===== src/rtl/scalar_rf_write_arbiter.sv =====
// scalar_rf_write_arbiter
// Round-robin arbiter for the single write port of the scalar register file,
// with a per-register pending-write scoreboard consulted by the issue stage.
module scalar_rf_write_arbiter #(
  parameter int BIT_NUMBER      = 32,
  parameter int ADDR_NUMBER     = 5,
  parameter int REGISTER_NUMBER = 16,
  parameter int NUM_REQ         = 3
) (
  input  logic                             clk,
  input  logic                             reset,
  input  logic [NUM_REQ-1:0]               req_valid,
  output logic [NUM_REQ-1:0]               req_ready,
  input  logic [NUM_REQ*ADDR_NUMBER-1:0]   req_addr,
  input  logic [NUM_REQ*BIT_NUMBER-1:0]    req_data,
  input  logic                             rsv_valid,
  input  logic [ADDR_NUMBER-1:0]           rsv_addr,
  input  logic [ADDR_NUMBER-1:0]           chk_addr_1,
  input  logic [ADDR_NUMBER-1:0]           chk_addr_2,
  output logic                             chk_busy_1,
  output logic                             chk_busy_2,
  output logic [REGISTER_NUMBER-1:0]       busy_vec,
  output logic                             rf_write_enable,
  output logic [ADDR_NUMBER-1:0]           rf_dest_addr,
  output logic [BIT_NUMBER-1:0]            rf_write_data,
  output logic                             err_addr
);

  localparam int PTR_W = (NUM_REQ > 1) ? $clog2(NUM_REQ) : 1;
  // One extra bit so REGISTER_NUMBER == 2**ADDR_NUMBER still compares correctly.
  localparam logic [ADDR_NUMBER:0] REG_LIMIT = (ADDR_NUMBER + 1)'(REGISTER_NUMBER);

  logic [PTR_W-1:0]           ptr_reg, ptr_next;
  logic [REGISTER_NUMBER-1:0] busy_reg, busy_next;
  logic                       rf_we_reg;
  logic [ADDR_NUMBER-1:0]     rf_addr_reg;
  logic [BIT_NUMBER-1:0]      rf_data_reg;
  logic                       err_reg;

  logic [NUM_REQ-1:0]         grant;
  logic [PTR_W-1:0]           grant_idx;
  logic                       grant_any;
  int                         idx_int;
  logic [PTR_W-1:0]           idx_sel;

  logic [ADDR_NUMBER-1:0]     addr_arr [NUM_REQ];
  logic [BIT_NUMBER-1:0]      data_arr [NUM_REQ];
  logic [ADDR_NUMBER-1:0]     sel_addr;
  logic [BIT_NUMBER-1:0]      sel_data;
  logic                       xfer_legal;
  logic                       rsv_legal;

  logic [REGISTER_NUMBER-1:0] set_hit, clr_hit, chk1_hit, chk2_hit;

  // Unpack the flat requester buses into per-requester arrays.
  for (genvar gi = 0; gi < NUM_REQ; gi++) begin : g_unpack
    assign addr_arr[gi] = req_addr[gi*ADDR_NUMBER +: ADDR_NUMBER];
    assign data_arr[gi] = req_data[gi*BIT_NUMBER +: BIT_NUMBER];
  end

  // Round-robin search: first valid requester at or after ptr, wrapping.
  always_comb begin
    grant     = '0;
    grant_idx = '0;
    grant_any = 1'b0;
    idx_int   = 0;
    idx_sel   = '0;
    for (int k = 0; k < NUM_REQ; k++) begin
      idx_int = int'(ptr_reg) + k;
      if (idx_int >= NUM_REQ) idx_int = idx_int - NUM_REQ;
      idx_sel = PTR_W'(idx_int);
      if (!grant_any && req_valid[idx_sel]) begin
        grant_any      = 1'b1;
        grant[idx_sel] = 1'b1;
        grant_idx      = idx_sel;
      end
    end
  end

  assign req_ready  = grant;
  assign sel_addr   = addr_arr[grant_idx];
  assign sel_data   = data_arr[grant_idx];
  // A grant is only ever given to a valid requester, so grant_any is the transfer.
  assign xfer_legal = grant_any && ({1'b0, sel_addr} < REG_LIMIT);
  assign rsv_legal  = rsv_valid && ({1'b0, rsv_addr} < REG_LIMIT);

  // Pointer moves just past the requester that completed a transfer.
  always_comb begin
    ptr_next = ptr_reg;
    if (grant_any) begin
      ptr_next = (grant_idx == PTR_W'(NUM_REQ - 1)) ? '0 : grant_idx + PTR_W'(1);
    end
  end

  // Per-register decode of reservation, writeback clear and operand checks.
  for (genvar gi = 0; gi < REGISTER_NUMBER; gi++) begin : g_reg
    assign set_hit[gi]  = rsv_legal  && (rsv_addr   == ADDR_NUMBER'(gi));
    assign clr_hit[gi]  = xfer_legal && (sel_addr   == ADDR_NUMBER'(gi));
    assign chk1_hit[gi] = (chk_addr_1 == ADDR_NUMBER'(gi));
    assign chk2_hit[gi] = (chk_addr_2 == ADDR_NUMBER'(gi));
  end

  // Set after clear so a same-cycle reservation keeps the register busy.
  assign busy_next = (busy_reg & ~clr_hit) | set_hit;

  // A register being written back this cycle is already free for the reader.
  assign chk_busy_1 = |(busy_reg & chk1_hit & ~clr_hit);
  assign chk_busy_2 = |(busy_reg & chk2_hit & ~clr_hit);

  // State update: pointer, scoreboard, register-file write stage and error pulse.
  always_ff @(posedge clk) begin
    if (reset) begin
      ptr_reg     <= '0;
      busy_reg    <= '0;
      rf_we_reg   <= 1'b0;
      rf_addr_reg <= '0;
      rf_data_reg <= '0;
      err_reg     <= 1'b0;
    end else begin
      ptr_reg   <= ptr_next;
      busy_reg  <= busy_next;
      rf_we_reg <= xfer_legal;
      if (xfer_legal) begin
        rf_addr_reg <= sel_addr;
        rf_data_reg <= sel_data;
      end
      err_reg <= (grant_any && !xfer_legal) || (rsv_valid && !rsv_legal);
    end
  end

  assign busy_vec        = busy_reg;
  assign rf_write_enable = rf_we_reg;
  assign rf_dest_addr    = rf_addr_reg;
  assign rf_write_data   = rf_data_reg;
  assign err_addr        = err_reg;

endmodule

===== config.mk =====
export PLATFORM = sky130hd
export DESIGN_NAME = scalar_rf_write_arbiter
export DESIGN_NICKNAME = d
export VERILOG_FILES = /design/src/rtl/scalar_rf_write_arbiter.sv
export SDC_FILE = /design/constraint.sdc
export NUM_CORES = 1
export LEC_CHECK = 0
export CORE_UTILIZATION = 44
export DETAILED_ROUTE_END_ITERATION = 16
export HOLD_SLACK_MARGIN = 0.05
export PLACE_DENSITY = 0.87
export SLEW_MARGIN = 40
export SYNTH_ARGS = -nofsm -noshare
export SYNTH_HDL_FRONTEND = slang
export SYNTH_SLANG_ARGS = --single-unit
export TNS_END_PERCENT = 1

===== constraint.sdc =====
create_clock -name clk -period 6.1 [get_ports clk]
set_input_delay 0.61 -clock clk [delete_from_list [all_inputs] [get_ports clk]]
set_output_delay 0.61 -clock clk [all_outputs]
set_load 0.01 [all_outputs]

== After elaboration in Yosys (flattened, before gate mapping) ==
Index checks and enable logic that the tools add are counted.

* Bits in registers: 57
* Bits in latches: 0
* RAM bits: 0
* Memory bits (read-only): 0
* Output and inout port bits: 60
* Memories kept: 0

* Add/subtract/negate cells: 6
* Multiply operators: 0
* Div/mod/pow operators: 0
* $lt $le $gt $ge: 12
* Equality and inequality tests: 61
* Shifts and indexed selects: 0
* Mux-type cells: 31
* Bitwise gates (word level): 10
* Reductions and logical operators: 52

{| class="wikitable"
|+ Operators with widths
! operator !! count
|-
| 5-bit by 4-bit equality test with 1-bit output, second input constant || 32
|-
| 16-bit AND || 5
|-
| 5-bit by 3-bit equality test with 1-bit output, second input constant || 16
|-
| 32-bit binary-select mux with 2-bit select || 1
|-
| 32-bit two-way mux || 2
|-
| 1-bit logical AND || 41
|-
| 5-bit by 2-bit equality test with 1-bit output, second input constant || 8
|-
| 16-bit OR reduction || 2
|-
| 5-bit by 1-bit equality test with 1-bit output, second input constant || 4
|-
| 5-bit zero test || 4
|-
| 16-bit NOT || 1
|-
| 16-bit OR || 1
|-
| 2-bit two-way mux || 7
|-
| 5-bit binary-select mux with 2-bit select || 1
|-
| 5-bit less-than comparator, second input constant || 2
|-
| 5-bit two-way mux || 2
|-
| 2-bit by 3-bit less-than comparator with 1-bit output, second input constant || 3
|-
| 1-bit two-way mux || 9
|-
| 3-bit two-way mux || 3
|-
| 1-bit binary-select mux with 2-bit select || 3
|-
| 1-bit demux with 2-bit select || 3
|-
| 2-bit by 1-bit greater-or-equal comparator with 1-bit output, second input constant || 3
|-
| 3-bit by 2-bit greater-or-equal comparator with 1-bit output, second input constant || 2
|-
| 3-bit OR || 2
|-
| 10 further kinds || 15
|}

== Longest topological paths before layout ==
Gate-level depths: netlist of run 1.

* Word-level depth: 21
* Gate-level depth with buffers: 15
* Mapped depth without buffers: 12

== Worst setup path after synthesis of run 1 ==
Ideal clock, no wire load.

* Path type: register to output
* Start: reg ptr_reg[1]
* End: out chk_busy_2
* Arrival time: 3060 ps
* Path slack: 2430 ps
* Stages on the path, launching flop included: 14
* Path buffers: 1
* Path through: dfxtp_1 -> inv_1 -> ha_1 -> buf_6 -> mux2i_2 -> mux2_4 -> a22o_1 -> o21a_1 -> a41o_1 -> nand2_2 -> o21ai_1 -> or4_1 -> a311o_1 -> o211ai_1

* Word-level cells in the longest chain between the ends: 21

{| class="wikitable"
|+ RTL lines
! item !! RTL line !! text
|-
| from (decl) || 33 || <nowiki>logic [PTR_W-1:0] ptr_reg, ptr_next;</nowiki>
|-
| from (signal assigned) || 120 || <nowiki>ptr_reg <= ptr_next;</nowiki>
|-
| branches (longest 18 deep; another with 2-bit by 1-bit adder with 3-bit output) || - ||
|-
| 16-bit NOT * || 108 || <nowiki>assign chk_busy_2 = |(busy_reg & chk2_hit & ~clr_hit);</nowiki>
|-
| 16-bit AND * || 108 ||
|-
| 16-bit OR reduction * || 108 ||
|-
| to (decl) || 21 || <nowiki>output logic chk_busy_2,</nowiki>
|}

Every way passes the cells marked *. The select of a mux whose other input is x is not followed.

== Worst setup path in the final report of run 1 ==
Ends and elaborated chain as after synthesis.

==> flow_metrics.tcl, run 1 <==
set metrics [dict create \
    slowest_delay_ps 560 \
    vias 4629 \
    mappedNetlistArea_um2 3881 \
    total_power_w 0.002843 \
    status "finished clean" \
    root_buffer "clkbuf_8" \
    cts_buffer_depth 2 \
    min_to "rf_write_data[28]" \
    min_path_cells 2 \
    start_kind "flip-flop" \
    boundaryPins 192 \
    grt_antenna_before_repair 0 \
    cts_sinks 57 \
    reg2reg_to "busy_vec[0]" \
    leakage_nw 2.249 \
    tightest_slew_ps 618.2 \
    fin_crit_sh 0.8685 \
    dr.pass1.iters 8 \
    setup_viol 0 \
    cts_tree "done" \
    ctsResizeCount 0 \
    synthToLayoutAreaGrowth_pct 55.64 \
    rrSetupSlack_ps 2520 \
    fin_crit_ps 5298 \
    drc 0 \
    fmax_ghz 0.1888 \
    max-cap-violations 0 \
    criticalPathCategory "flip-flop to output port" \
    post-place-ws_ps 947.3 \
    cts.htree.levels 3 \
    grt_overflow 0 \
    groute.usage.overall 0.2960 \
    utilization 0.7207 \
    ctsHoldBuffers 0 \
    async_reset_ff_frac 0 \
    grt_first_pass_wirelength_um 21070 \
    cp_num_buf_inv 2 \
    hold_viol_final 0 \
    clock_latency_ps 340 \
    timing.hold.ws_ps 452.8 \
    cp_cell_sequence "inv_1 -> ha_1 -> mux2i_2 -> o211ai_1 -> o32ai_4 -> nor2_1 -> a221oi_2 -> a21o_4 -> o21ai_2 -> or4_1 -> a311o_1 -> o211ai_1 -> clkdlybuf4s50_1" \
    timing.slew.headroom 0.5879 \
    yosys.cell_count.top_type "nand2_1" \
    peakVddDrop_mv 0.2766 \
    timing.setup.tns_ps 0 \
    endpoint_kind "output port" \
    seq_area_frac_synth 0.2940 \
    cts_setup_buffers 0 \
    p_per_area_nw_per_um2 470.7 \
    synth_cells 506 \
    wirelength_um 13160 \
    drt-wirelength-per-cell_um 16.67 \
    finalWorstSetupSlack_ps 802.4 \
    fillCellCount 636 \
    dp_hpwl_um 10060 \
    cp.required_ps 5490 \
    fin_nets 815 \
    die_w_um 95.92 \
    grt_pass1_vias 4441 \
    rsz0062_at_grt "false" \
    clk_pin_slew_worst_paths_ps 80 \
    regArea_um2 1141 \
    clock_skew_ps 9.021 \
    slowest_stage "o32ai_4" \
    drive_gt1_frac 0.06140 \
    netlist_top_cells_count "103 x nand2_1, 59 x a21oi_1, 57 x dfxtp_1, 46 x o211ai_1, 36 x mux2i_1" \
    r2r.worst_path.cells 11 \
    worst_path_most_repeated_cell "o211ai_1" \
    ys.flop_type "dfxtp_1" \
    dieArea_um2 9201 \
    num_rows 33 \
    synth_nets 642 \
    synthDistinctLibCells 68 \
    cp.arrival_ps 4690 \
    multi_input_comb_area_um2 2554 \
    synth.area.top_cells "dfxtp_1 29%, nand2_1 10%, mux2i_1 9.3%" \
    antenna_cells 0 \
    start_util 0.4631 \
    drtIter0Drc 234 \
    synth_top_area_cell "dfxtp_1" \
    hold_path_class "flip-flop to flip-flop" \
    rr_startpoint "ptr_reg[1]" \
    yosysWarnings 0 \
    largest_reg_flops 32 \
    cp_max_fo 15 \
    syn_area_per_cell_um2 7.670 \
    synth_top_area_share 0.2940 \
    final_antenna_net_count 0 \
    fp.dieH_um 95.92 \
    vias_per_cell 5.867 \
    synth-seq-cells 57 \
    cts_inserted_buffers 9 \
    portBuffers 191 \
    synth_edf_count 0 \
    drv_slew 0 \
    crit_cells 13 \
    core_um2 8382 \
    crit_family "compound AO/OA/AOI/OAI gates" \
    grt_max_degree 69 \
    worstHoldStart "rf_write_data[28]" \
    gp_congestion 1.022 \
]
## tightest hold or removal path, stage by stage (launching register included)
cell,delay (ps)
dfxtp_1,310
nand2_1,50
a21oi_1,50
## cells by family (layout without fill, tap and decap cells)
family / Yosys count / count (layout) / share of synthesized area
adders and majority gates: 4 / 4 / 0.01290
DFF: 57 / 57 / 0.2940
muxes: 40 / 40 / 0.1099
and+or+nand+nor: 186 / 186 / 0.2292
AOI/OAI and AO/OA: 174 / 174 / 0.3021
buffers and inverters: 45 / 223 / 0.05190
## power breakdown
part,switching (W),total (W),internal [W]
combinational,0.00104,0.00185,0.000812
clock,0.000173,0.000407,0.000234
sequential,0.0000729,0.000587,0.000514
total,0.00128,0.00284,0.00156
## area by class of cell
type	count	share of cell area
Clock inverter	7	0.01698
Sequential cell	57	0.1889
Inverter	11	0.006835
Multi-Input combinational cell	404	0.4227
Tap cell	105	0.02175
Timing Repair Buffer	196	0.3223
Clock buffer	9	0.02051
## through the flow
step,instances,cell area (um2)
final,789,6041
after global routing,789,6041
after CTS,789,6041
after detailed placement,773,5814
after global placement,773,5812
after floorplan,506,3881
## routing by layer
metal  share of wire  track usage
met3           0.088      0.06398
met5               0            0
met2            0.49       0.5190
met4           0.033       0.1244
met1            0.39       0.3475
## worst max path at each step
stage | startpoint | endpoint | slack, ps
after floorplan | ptr_reg[1] | chk_busy_2 | 2430
after global placement | req_valid[1] | chk_busy_2 | 1110
after detailed placement | req_valid[1] | chk_busy_2 | 950
after CTS | ptr_reg[1] | chk_busy_2 | 800
after global routing | ptr_reg[1] | chk_busy_2 | 460
final | ptr_reg[1] | chk_busy_2 | 800
## cell usage in the layout, fill, tap and decap left out, drive strengths merged, types with 3 or more instances in the layout
master and n:
or3 4, a211oi 4, o211ai 47, nand3b 8, a311oi 4, mux2i 38
o21ai 26, nor3b 7, nand4 4, o22ai 3, buf 6, inv 13
a21oi 59, nor2b 6, dfxtp 57, nor3 7, ha 4, clkbuf 9
or2 3, nand2 105, nand2b 9, nand3 5, nor2 18, clkdlybuf4s50 190
Note: power is estimated with default switching activity, not from simulation.
==> run 2, diff against run 1 <==
--- a/config.mk
+++ b/config.mk
@@ -5,10 +5,13 @@
 export SDC_FILE = /design/constraint.sdc
 export NUM_CORES = 1
 export LEC_CHECK = 0
-export CORE_UTILIZATION = 44
+export CORE_UTILIZATION = 55
 export DETAILED_ROUTE_END_ITERATION = 16
+export DONT_BUFFER_PORTS = 1
+export GPL_TIMING_DRIVEN = 0
 export HOLD_SLACK_MARGIN = 0.05
-export PLACE_DENSITY = 0.87
+export MAX_ROUTING_LAYER = met4
+export PLACE_DENSITY = 0.7
 export SLEW_MARGIN = 40
 export SYNTH_ARGS = -nofsm -noshare
 export SYNTH_HDL_FRONTEND = slang
==> run 2 against run 1 <==
Compared with the run above:
- cell count fell by 22%
- fmax is 15% higher
- combinational power down 22%
- setup slack improved by 690 ps
- via count fell by 13%
- power shrank 13%
- critical endpoint unchanged
==> flow_metrics.tcl, run 2 (same netlist as run 1, synthesis figures left out) <==
set metrics [dict create \
    status "finished clean" \
    power_frac_comb 0.589 \
    vias_per_cell 6.550 \
    r2r.worst_path.cells 12 \
    cts_setup_buffers 0 \
    root_buffer "clkbuf_8" \
    placed_cells 602 \
    slowest_stage "a2111oi_0" \
    final_antenna_net_count 0 \
    cp_num_buf_inv 3 \
    utilization 0.6162 \
    cts_buffer_depth 2 \
    core_um2 6794 \
    rrSetupSlack_ps 2700 \
    grt_antenna_before_repair 0 \
    drtIter0Drc 211 \
    dr.pass1.iters 4 \
    cp_max_fo 10 \
    clock_skew_ps 15.85 \
    timing.slew.headroom 0.5291 \
    slowest_delay_ps 480 \
    largest_reg_flops 32 \
    min_path_cells 2 \
    cts_tree "done" \
    fp.dieH_um 86.01 \
    crit_family "compound AO/OA/AOI/OAI gates" \
    grt_first_pass_wirelength_um 18410 \
    tightest_slew_ps 703.7 \
    dieArea_um2 7397 \
    vias 4048 \
    portBuffers 0 \
    ctsHoldBuffers 0 \
    cp.arrival_ps 4000 \
    fin_nets 653 \
    wirelength_um 12060 \
    cts_sinks 57 \
    dpl_cell_area_um2 4001 \
    gp_congestion 0.9014 \
    drt-wirelength-per-cell_um 19.52 \
    timing.setup.tns_ps 0 \
    start_kind "flip-flop" \
    reg2reg_to "rf_write_data[16]" \
    rr_startpoint "ptr_reg[1]" \
    synthToLayoutAreaGrowth_pct 7.866 \
    hold_path_class "primary input to flip-flop" \
    timing.hold.ws_ps 429.5 \
    seqPwrFrac 0.277 \
    fmax_ghz 0.2171 \
    final_common_cell "nand2_1" \
    die_w_um 86.01 \
    grt_pass1_vias 3662 \
    drc 0 \
    fin_crit_ps 4607 \
    start_util 0.5713 \
    leakage_nw 1.550 \
    fillCellCount 624 \
    worstHoldStart "rsv_addr[1]" \
    switching_share 0.5088 \
    p_per_area_nw_per_um2 588.9 \
    p_sw_w 0.001254 \
    min_to "busy_vec[15]" \
    cts_inserted_buffers 9 \
    peakVddDrop_mv 0.3598 \
    fin_crit_sh 0.7552 \
    drive_gt1_frac 0.08429 \
    cp_cell_sequence "inv_1 -> ha_1 -> buf_2 -> nand3b_1 -> o211ai_1 -> o32ai_2 -> buf_4 -> nor3b_2 -> o21ai_1 -> a211o_2 -> o21ai_1 -> mux2i_1 -> a2111oi_0 -> o211ai_1" \
    endpoint_kind "output port" \
    hold_viol_final 0 \
    power_frac_clock 0.134 \
    boundaryPins 192 \
    clock_latency_ps 350 \
    grt_overflow 0 \
    grt_max_degree 12 \
    cp.required_ps 5490 \
    setup_viol 0 \
    antenna_cells 0 \
    cts.htree.levels 3 \
    dp_hpwl_um 9076 \
    criticalPathCategory "flip-flop to output port" \
    design_area_um2 4187 \
    internal_power_w 0.001211 \
    num_rows 30 \
    finalNonFillerCells 618 \
    max-cap-violations 0 \
    clk_pin_slew_worst_paths_ps 70 \
    ctsResizeCount 0 \
    groute.usage.overall 0.3323 \
    final_cell_mix "103 x nand2_1, 59 x a21oi_1, 57 x dfxtp_1" \
    drv_slew 0 \
    rsz0062_at_grt "false" \
]
## run 2: changes by cell type in the layout (fill, tap and decap cells not counted), moves of 2 or more
cell             before  now
buf_2                 0    5
buf_4                 6    1
buf_6                 0    3
bufinv_16             2    0
clkbuf_1              0   24
clkdlybuf4s50_1     190    0
clkinv_2              0    2
## run 2: routing by layer
layer  vias to the layer above  routed length, um  GRT usage
met5                         -                  0          -
met4                         0                254     0.1136
met3                        23                973    0.07700
met2                       204               5966     0.5512
met1                      1929               4869     0.3955
li1                       1892                  -          -
## run 2: final cells by class
type / count / area, um2 / area share
multi-input cells: 404 / 2544 / 0.6076
clock inverters: 6 / 42.54 / 0.01016
plain buffers: 34 / 160.2 / 0.03825
inverters: 11 / 41.29 / 0.009863
flip-flops and latches: 57 / 1141 / 0.2726
well taps: 96 / 120.1 / 0.02869
clock buffers: 10 / 137.6 / 0.03288
## run 2: metrics by stage
step	setup WS (ps)	power, W
floorplan	2430	0.001793
global placement	1994	0.002096
detailed placement	1910	0.002127
CTS	1526	0.002455
global route	1307	0.002645
finish	1493	0.002465
## run 2: how the worst max path moves through the flow
stage,endpoint,from,depth (start not counted),slack (ps)
floorplan,chk_busy_2,ptr_reg[1],13,2430
global placement,chk_busy_2,ptr_reg[0],12,1990
detailed placement,chk_busy_2,ptr_reg[0],12,1910
CTS,chk_busy_2,ptr_reg[0],12,1530
global route,chk_busy_2,ptr_reg[0],14,1310
finish,chk_busy_2,ptr_reg[0],14,1490
## run 2: worst reg2reg max path, stage by stage (launching register included)
cell	delay, ps
dfxtp_1	390
inv_1	80
ha_1	200
buf_6	140
mux2_4	320
o41ai_1	310
a22o_1	320
o21a_1	190
a41oi_2	60
nor2_1	590
clkbuf_1	420
o211ai_1	160
a21oi_1	150
## run 2: power groups by stage
stage               combinational [W]  clock (W)  sequential, W
floorplan                     0.00115          0       0.000648
global placement              0.00141          0       0.000689
detailed placement            0.00144          0       0.000691
CTS                           0.00144   0.000330       0.000684
global route                  0.00160   0.000348       0.000692
finish                        0.00145   0.000329       0.000683
